## src/rtl/uart_rx.sv

```systemverilog
// rtl/uart_rx.sv - UART receiver: oversampled start/data/parity/stop recovery with majority-vote sampling
module uart_rx #(
    parameter int DATA_WIDTH = 8,
    parameter int PRESC_W    = 6
) (
    input  logic                  clk,
    input  logic                  rstn,
    input  logic                  RX_IN,
    input  logic [PRESC_W-1:0]    prescale,
    input  logic                  PAR_EN,
    input  logic                  PAR_TYP,
    output logic [DATA_WIDTH-1:0] P_DATA,
    output logic                  data_valid,
    output logic                  par_err,
    output logic                  stp_err
);

    localparam int BCW = (DATA_WIDTH > 1) ? $clog2(DATA_WIDTH) : 1;

    localparam logic [2:0] S_IDLE   = 3'd0;
    localparam logic [2:0] S_START  = 3'd1;
    localparam logic [2:0] S_DATA   = 3'd2;
    localparam logic [2:0] S_PARITY = 3'd3;
    localparam logic [2:0] S_STOP   = 3'd4;

    logic                  rx_meta_q, rx_s_q;
    logic [2:0]            state_q, state_d;
    logic [PRESC_W-1:0]    edge_q, edge_d;
    logic [BCW-1:0]        bit_q, bit_d;
    logic [PRESC_W-1:0]    presc_q, presc_d;
    logic                  par_en_q, par_en_d;
    logic                  par_typ_q, par_typ_d;
    logic [2:0]            samp_q, samp_d;
    logic [DATA_WIDTH-1:0] shift_q, shift_d;
    logic                  par_bad_q, par_bad_d;
    logic                  armed_q, armed_d;
    logic [DATA_WIDTH-1:0] pdata_q, pdata_d;
    logic                  dv_q, dv_d;
    logic                  pe_q, pe_d;
    logic                  se_q, se_d;

    logic [PRESC_W-1:0]    half;
    logic [PRESC_W-1:0]    last;
    logic                  edge_last;
    logic                  at_res;
    logic                  maj;

    always_comb begin
        half      = presc_q >> 1;
        last      = presc_q - PRESC_W'(1);
        edge_last = (edge_q == last);
        at_res    = (edge_q == half + PRESC_W'(2));
        maj       = (samp_q[0] & samp_q[1]) | (samp_q[0] & samp_q[2]) | (samp_q[1] & samp_q[2]);
    end

    always_comb begin
        state_d   = state_q;
        edge_d    = edge_last ? '0 : edge_q + PRESC_W'(1);
        bit_d     = bit_q;
        presc_d   = presc_q;
        par_en_d  = par_en_q;
        par_typ_d = par_typ_q;
        samp_d    = samp_q;
        shift_d   = shift_q;
        par_bad_d = par_bad_q;
        armed_d   = armed_q;
        pdata_d   = pdata_q;
        dv_d      = 1'b0;
        pe_d      = 1'b0;
        se_d      = 1'b0;

        // Three samples straddling mid-bit feed the majority vote
        if (edge_q == half - PRESC_W'(1)) samp_d[0] = rx_s_q;
        if (edge_q == half)               samp_d[1] = rx_s_q;
        if (edge_q == half + PRESC_W'(1)) samp_d[2] = rx_s_q;

        case (state_q)
            S_IDLE: begin
                edge_d    = '0;
                bit_d     = '0;
                par_bad_d = 1'b0;
                if (rx_s_q) armed_d = 1'b1;
                // A line stuck low after a framing error must go high before a new start counts
                if (!rx_s_q && armed_q) begin
                    state_d   = S_START;
                    edge_d    = PRESC_W'(1);
                    presc_d   = prescale;
                    par_en_d  = PAR_EN;
                    par_typ_d = PAR_TYP;
                    armed_d   = 1'b0;
                end
            end
            S_START: begin
                if (at_res && maj) begin
                    state_d = S_IDLE;
                    edge_d  = '0;
                end else if (edge_last) begin
                    state_d = S_DATA;
                end
            end
            S_DATA: begin
                if (at_res) shift_d = {maj, shift_q[DATA_WIDTH-1:1]};
                if (edge_last) begin
                    bit_d = bit_q + BCW'(1);
                    if (bit_q == BCW'(DATA_WIDTH - 1)) begin
                        bit_d   = '0;
                        state_d = par_en_q ? S_PARITY : S_STOP;
                    end
                end
            end
            S_PARITY: begin
                if (edge_last) begin
                    if (maj != ((^shift_q) ^ par_typ_q)) begin
                        pe_d      = 1'b1;
                        par_bad_d = 1'b1;
                    end
                    state_d = S_STOP;
                end
            end
            S_STOP: begin
                if (rx_s_q) armed_d = 1'b1;
                if (edge_last) begin
                    if (!maj) begin
                        se_d = 1'b1;
                    end else if (!par_bad_q) begin
                        pdata_d = shift_q;
                        dv_d    = 1'b1;
                    end
                    state_d = S_IDLE;
                end
            end
            default: begin
                state_d = S_IDLE;
                edge_d  = '0;
            end
        endcase
    end

    always_ff @(posedge clk or negedge rstn) begin
        if (!rstn) begin
            rx_meta_q <= 1'b1;
            rx_s_q    <= 1'b1;
        end else begin
            rx_meta_q <= RX_IN;
            rx_s_q    <= rx_meta_q;
        end
    end

    always_ff @(posedge clk or negedge rstn) begin
        if (!rstn) begin
            state_q   <= S_IDLE;
            edge_q    <= '0;
            bit_q     <= '0;
            presc_q   <= '0;
            par_en_q  <= 1'b0;
            par_typ_q <= 1'b0;
            samp_q    <= 3'b111;
            shift_q   <= '0;
            par_bad_q <= 1'b0;
            armed_q   <= 1'b0;
            pdata_q   <= '0;
            dv_q      <= 1'b0;
            pe_q      <= 1'b0;
            se_q      <= 1'b0;
        end else begin
            state_q   <= state_d;
            edge_q    <= edge_d;
            bit_q     <= bit_d;
            presc_q   <= presc_d;
            par_en_q  <= par_en_d;
            par_typ_q <= par_typ_d;
            samp_q    <= samp_d;
            shift_q   <= shift_d;
            par_bad_q <= par_bad_d;
            armed_q   <= armed_d;
            pdata_q   <= pdata_d;
            dv_q      <= dv_d;
            pe_q      <= pe_d;
            se_q      <= se_d;
        end
    end

    assign P_DATA     = pdata_q;
    assign data_valid = dv_q;
    assign par_err    = pe_q;
    assign stp_err    = se_q;

endmodule

```

## config.mk

```make
export PLATFORM = sky130hd
export DESIGN_NAME = uart_rx
export DESIGN_NICKNAME = d
export VERILOG_FILES = /design/src/rtl/uart_rx.sv
export SDC_FILE = /design/constraint.sdc
export NUM_CORES = 1
export LEC_CHECK = 0
export CORE_ASPECT_RATIO = 0.5
export CORE_MARGIN = 2
export CORE_UTILIZATION = 52
export DETAILED_ROUTE_END_ITERATION = 16
export PLACE_DENSITY = 0.72
export SLEW_MARGIN = 20
export SYNTH_ARGS = -nofsm -noshare
export SYNTH_HDL_FRONTEND = slang
export SYNTH_SLANG_ARGS = --single-unit
```

## constraint.sdc

```tcl
create_clock -name clk -period 2.5 [get_ports clk]
set_input_delay 0.75 -clock clk [delete_from_list [all_inputs] [get_ports clk]]
set_output_delay 0.75 -clock clk [all_outputs]
set_load 0.005 [all_outputs]
```

=== Word level (Yosys, flattened, before mapping) ===
Cells that the tools add are included.
Widths: inputs -> output; s select.

* Register bits after elaboration: 46

* Add/subtract/negate cells: 6
* Equality and inequality tests: 18
* Mux-type cells: 32
* Bitwise gates (word level): 7
* Reduce and logical (&&, ||, !) cells: 15

{| class="wikitable"
|+ Operators by type and width
! operator !! count
|-
| $mux 3 || 10
|-
| $eq 6x6->1 || 4
|-
| $pmux 6 s3 || 1
|-
| $mux 1 || 15
|-
| $pmux 3 s5 || 1
|-
| $mux 6 || 2
|-
| $ne 2x2->1 const B || 6
|-
| $reduce_xor 8->1 || 1
|-
| $add 5x1->6 const B || 1
|-
| $add 5x2->6 const B || 1
|-
| $add 6x1->6 const B || 1
|-
| $eq 3x2->1 const B || 2
|-
| $eq 3x3->1 const B || 2
|-
| $eq 6x5->1 || 1
|-
| $pmux 3 s2 || 1
|-
| $reduce_and 2->1 || 3
|-
| $reduce_and 6->1 || 1
|-
| $reduce_bool 2->1 || 3
|-
| $sub 5x1->6 const B || 1
|-
| $sub 6x1->6 const B || 1
|-
| $pmux 1 s2 || 2
|-
| $reduce_and 4->1 || 1
|-
| $add 3x1->3 const B || 1
|-
| $and 1x1->1 || 3
|-
| other kinds (11) || 13
|}

=== Depth between registers and ports, before layout ===
* Depth in word-level cells: 7
* Mapped depth: 10

=== Worst setup path after synthesis ===
Ideal clock, no wire load.

* Path kind: flip-flop to flip-flop
* Start point: register presc_q[2]
* End point: register pdata_q[0] (netlist: P_DATA[0])
* Arrival: 2.606 ns
* Required time: 2.375 ns
* Setup slack: -0.230 ns
* Stages on the path, launching flop included: 10
* Cells stage by stage: dfrtp_1 > inv_1 > ha_1 > nor2b_4 > and3b_1 > xnor2_1 > or4b_1 > buf_6 > nor4_4 > mux2_2

* Cells in the longest elaborated chain, start to end: 3

{| class="wikitable"
|+ RTL lines
! element !! line !! RTL
|-
| start: declaration || 30 || <nowiki>logic [PRESC_W-1:0] presc_q, presc_d;</nowiki>
|-
| start signal: assignment || 169 || <nowiki>presc_q <= presc_d;</nowiki>
|-
| $sub 6x1->6 || 50 || <nowiki>last = presc_q - PRESC_W'(1);</nowiki>
|-
| $eq 6x6->1 || 51 || <nowiki>edge_last = (edge_q == last);</nowiki>
|-
| $reduce_and 4->1 (no source line) || n/a ||
|-
| end signal: assignment || 176 || <nowiki>pdata_q <= pdata_d;</nowiki>
|-
| end: declaration || 37 || <nowiki>logic [DATA_WIDTH-1:0] pdata_q, pdata_d;</nowiki>
|}

Every way passes these cells.
A chain may end at the register's enable or synchronous reset.

=== Worst setup path in the final report ===
* Start point: register presc_q[3]
* End point: register pdata_q[7] (netlist: P_DATA[7])

Same word-level chain as after synthesis.

==> run_results.csv <==
group,metric,value,unit
synthesis,synth-main-ff-cell,"dfrtp_1",
synthesis,syn-num-nets,262,
timing,period_share,97.9,%
drt,drt_wl_total,5.36,mm
critical_path,slowest_stage,"or4b_4",
synthesis,postSynthCellCount,241,
cts,cts_tree,"built",
hold_path,hp-class,"register to register",
synthesis,async_reset_ff_share,100,%
die,io_pins,22,
critical_path,slowest_delay,600,ps
placed_design,gp_congestion,0.879,
placed_design,dp_hpwl,3.88,mm
die,die_w,103,um
critical_path,cp_cell_sequence,"buf_4 > xnor2_1 > a21oi_1 > nand4b_1 > or4b_4 > nor4_4 > buf_6 > mux2_2",
die,initial_core_util,56.0,%
cts,insertion_delay,300,ps
synthesis,avgSynthCellArea,10.6,um2
critical_path,crit_type,"register to register",
critical_path,startpoint,"presc_q[3]$_DFFE_PN0P_",
timing,setup_viol,0,
timing,period_needed,2450,ps
cts,h-tree-depth,2,
die,fp.dieH,53.5,um
critical_path,start_kind,"register",
grt,grtUsageTotal,22.2,%
die,dieArea,5510,um2
layout,nets,302,
timing,slew_viol_final,0,
timing,rsz0062_at_grt,"yes",
drt,ant_nets,0,
layout,final-seq-area,1160,um2
synthesis,synthDistinctLibCells,46,
critical_path,end_kind,"register",
synthesis,ys_ff_latch,46,
critical_path,r2r_slack,50,ps
cts,cts_inserted_buffers,5,
layout,fin_area,3130,um2
timing,worst_pin_slew,587,ps
grt,gr-total-overflow,0,
drt,drt-pass1-iter-count,4,
critical_path,cp_max_fo,9,
critical_path,crit_family,"simple AND/OR/NAND/NOR gates",
timing,max_freq,409,MHz
drt,drtIter0Drc,83,
grt,grt_antenna_before_repair,0,
layout,fillerInstances,349,
cts,cts_hold_buf,0,
critical_path,r2r_cells,8,
synthesis,ys.warnings.count,0,
layout,diodes,0,
placed_design,port_buffers,21,
layout,area_growth,22.9,%
grt,grt_max_degree,26,
timing,slew_headroom,60.5,%
critical_path,crit_cells,8,
critical_path,r2r-end,"P_DATA[7]$_DFFE_PN0P_",
critical_path,crit_end,"P_DATA[7]$_DFFE_PN0P_",
synthesis,seq_area_frac_synth,45.4,%
synthesis,synth_edf_count,0,
critical_path,cp.required,2690,ps
cts,clk_pin_slew,90,ps
power_and_ir_drop,p_per_area,1070,nW/um2
grt,grt_pass1_vias,1939,
critical_path,reg2reg_from,"presc_q[3]$_DFFE_PN0P_",
placed_design,place_ws,-8.86,ps
flow_run,drv_cap,0,
timing,layout_setup_ws,52.7,ps
die,num_rows,17,
layout,multiInputGateArea,1370,um2
layout,drive_above_1_share,26.2,%
drt,vias,1863,
critical_path,arrival,2640,ps
placed_design,dpl_cell_area,2980,um2
synthesis,netlist_area,2550,um2
critical_path,crit_buf_inv,2,
cts,cts_buffer_depth,2,
grt,grt_pass1_wl,9.28,mm
outcome,status,"finished clean",
cts,root_buffer,"clkbuf_8",
cts,clock-sinks,46,
timing,skew,2.80,ps
power_and_ir_drop,ir_worst_vdd,0.453,mV
timing,hold_violations,0,
power_and_ir_drop,power_leakage,1.38,nW
drt,wire_per_inst,15.4,um
die,core-area,4550,um2
drt,drc,0,
drt,vias_per_cell,5.35,
-- final cells by class --
| cell class | count | area share, % |
|---|---|---|
| multi-input combinational | 176 | 43.7 |
| sequential | 46 | 37.0 |
| timing repair buffer | 43 | 12.5 |
| clock buffer | 7 | 2.76 |
| tap | 66 | 2.64 |
| inverter | 9 | 1.24 |
| clock inverter | 1 | 0.160 |
-- synthesized netlist by cell type, types with 3 or more instances --
master    instances  area (um2)
nand4_1           3        18.8
dfrtp_1          41        1030
dfstp_2           5         131
nor4_1            3        18.8
nand3_1           9        45.0
a21oi_1           6        30.0
mux2_2           21         236
nand2_1          20        75.1
nor2_1           13        48.8
xnor2_1          24         210
nor3_1            5        25.0
xor2_1           12         105
o21ai_0          15        75.1
ha_1             10         125
nand2b_1          3        18.8
inv_1             9        33.8
clkbuf_1          6        22.5
-- repair_timing --
action,CTS,global route
resized for setup,3,12
pin swaps,0,2
endpoints found under the setup margin,14,23
setup buffers,0,1
endpoints found under the hold margin,0,0
-- metrics by stage --
stage,utilization (%),hold WS [ps],instances,TNS (ps),power (mW)
detailed placement,65.4,349,339,-8.86,2.78
CTS,67.6,360,347,0,3.27
floorplan,-,345,241,-924,2.29
global route,68.8,364,348,-89.7,3.59
finish,68.8,360,348,0,3.37
global placement,65.4,347,339,0,2.73
-- state kept, by name, summed over array words and instances (netlist names), 3 cells and up --
register and flops:
P_DATA 8, bit_q 3, edge_q 6, presc_q 6, samp_q 3, shift_q 8, state_q 3
-- worst min path at each step --
stage / from / endpoint / slack (ps) / cells past startpoint
finish: rx_meta_q$_DFF_PN1_ / rx_s_q$_DFF_PN1_ / 360 / 0
global route: rx_meta_q$_DFF_PN1_ / rx_s_q$_DFF_PN1_ / 360 / 0
CTS: rx_meta_q$_DFF_PN1_ / rx_s_q$_DFF_PN1_ / 360 / 0
detailed placement: rx_meta_q$_DFF_PN1_ / rx_s_q$_DFF_PN1_ / 350 / 0
global placement: rx_meta_q$_DFF_PN1_ / rx_s_q$_DFF_PN1_ / 350 / 0
floorplan: rx_meta_q$_DFF_PN1_ / rx_s_q$_DFF_PN1_ / 350 / 0
-- where the power goes --
part           internal, mW  switching (mW)
Sequential            0.921           0.187
Clock                 0.224           0.253
Combinational         0.883           0.898
-- cells by family (layout without fill, tap and decap cells) --
logic type	Yosys count	in the layout	synth area share, %
flip-flops	46	46	45.4
AND/OR/NAND/NOR	71	71	15.1
adder cells (fa/ha/maj)	10	10	4.91
multiplexers	22	22	9.67
AO/OA/AOI/OAI	37	37	9.03
buffers and inverters	19	60	3.49
XOR/XNOR	36	36	12.4
-- per-layer routing --
metal / track usage [%] / wire length, um
met5: 0 / 0
met4: 6.14 / 58
met3: 4.23 / 167
met2: 37.0 / 2520
met1: 30.2 / 2620
-- cell usage in the layout, fill, tap and decap left out, types with 2 or more instances in the layout --
| master | count |
|---|---|
| ha_2 | 2 |
| and3_1 | 2 |
| dfrtp_1 | 40 |
| xnor2_1 | 24 |
| inv_1 | 7 |
| a21oi_1 | 6 |
| mux2_2 | 17 |
| or2_2 | 2 |
| buf_4 | 19 |
| nor4b_1 | 2 |
| o21ai_0 | 14 |
| nand2_1 | 19 |
| nand3_1 | 9 |
| ha_1 | 6 |
| mux2_4 | 4 |
| clkdlybuf4s50_1 | 20 |
| ha_4 | 2 |
| o31ai_1 | 2 |
| nor3_1 | 5 |
| nand2b_1 | 3 |
| buf_6 | 2 |
| o311ai_0 | 2 |
| o21ai_1 | 2 |
| nand4_1 | 3 |
| nor4_1 | 2 |
| xor2_1 | 12 |
| inv_4 | 2 |
| nor2_1 | 13 |
| dfstp_2 | 5 |
| clkbuf_8 | 6 |
-- worst reg2reg max path: stages, from the launching register on --
cell      delay [ps]
dfrtp_1          390
buf_4            180
xnor2_1          190
a21oi_1           60
nand4b_1         220
or4b_4           600
nor4_4           170
buf_6            190
mux2_2           340
No activity file was read; power rests on OpenSTA's default activity.
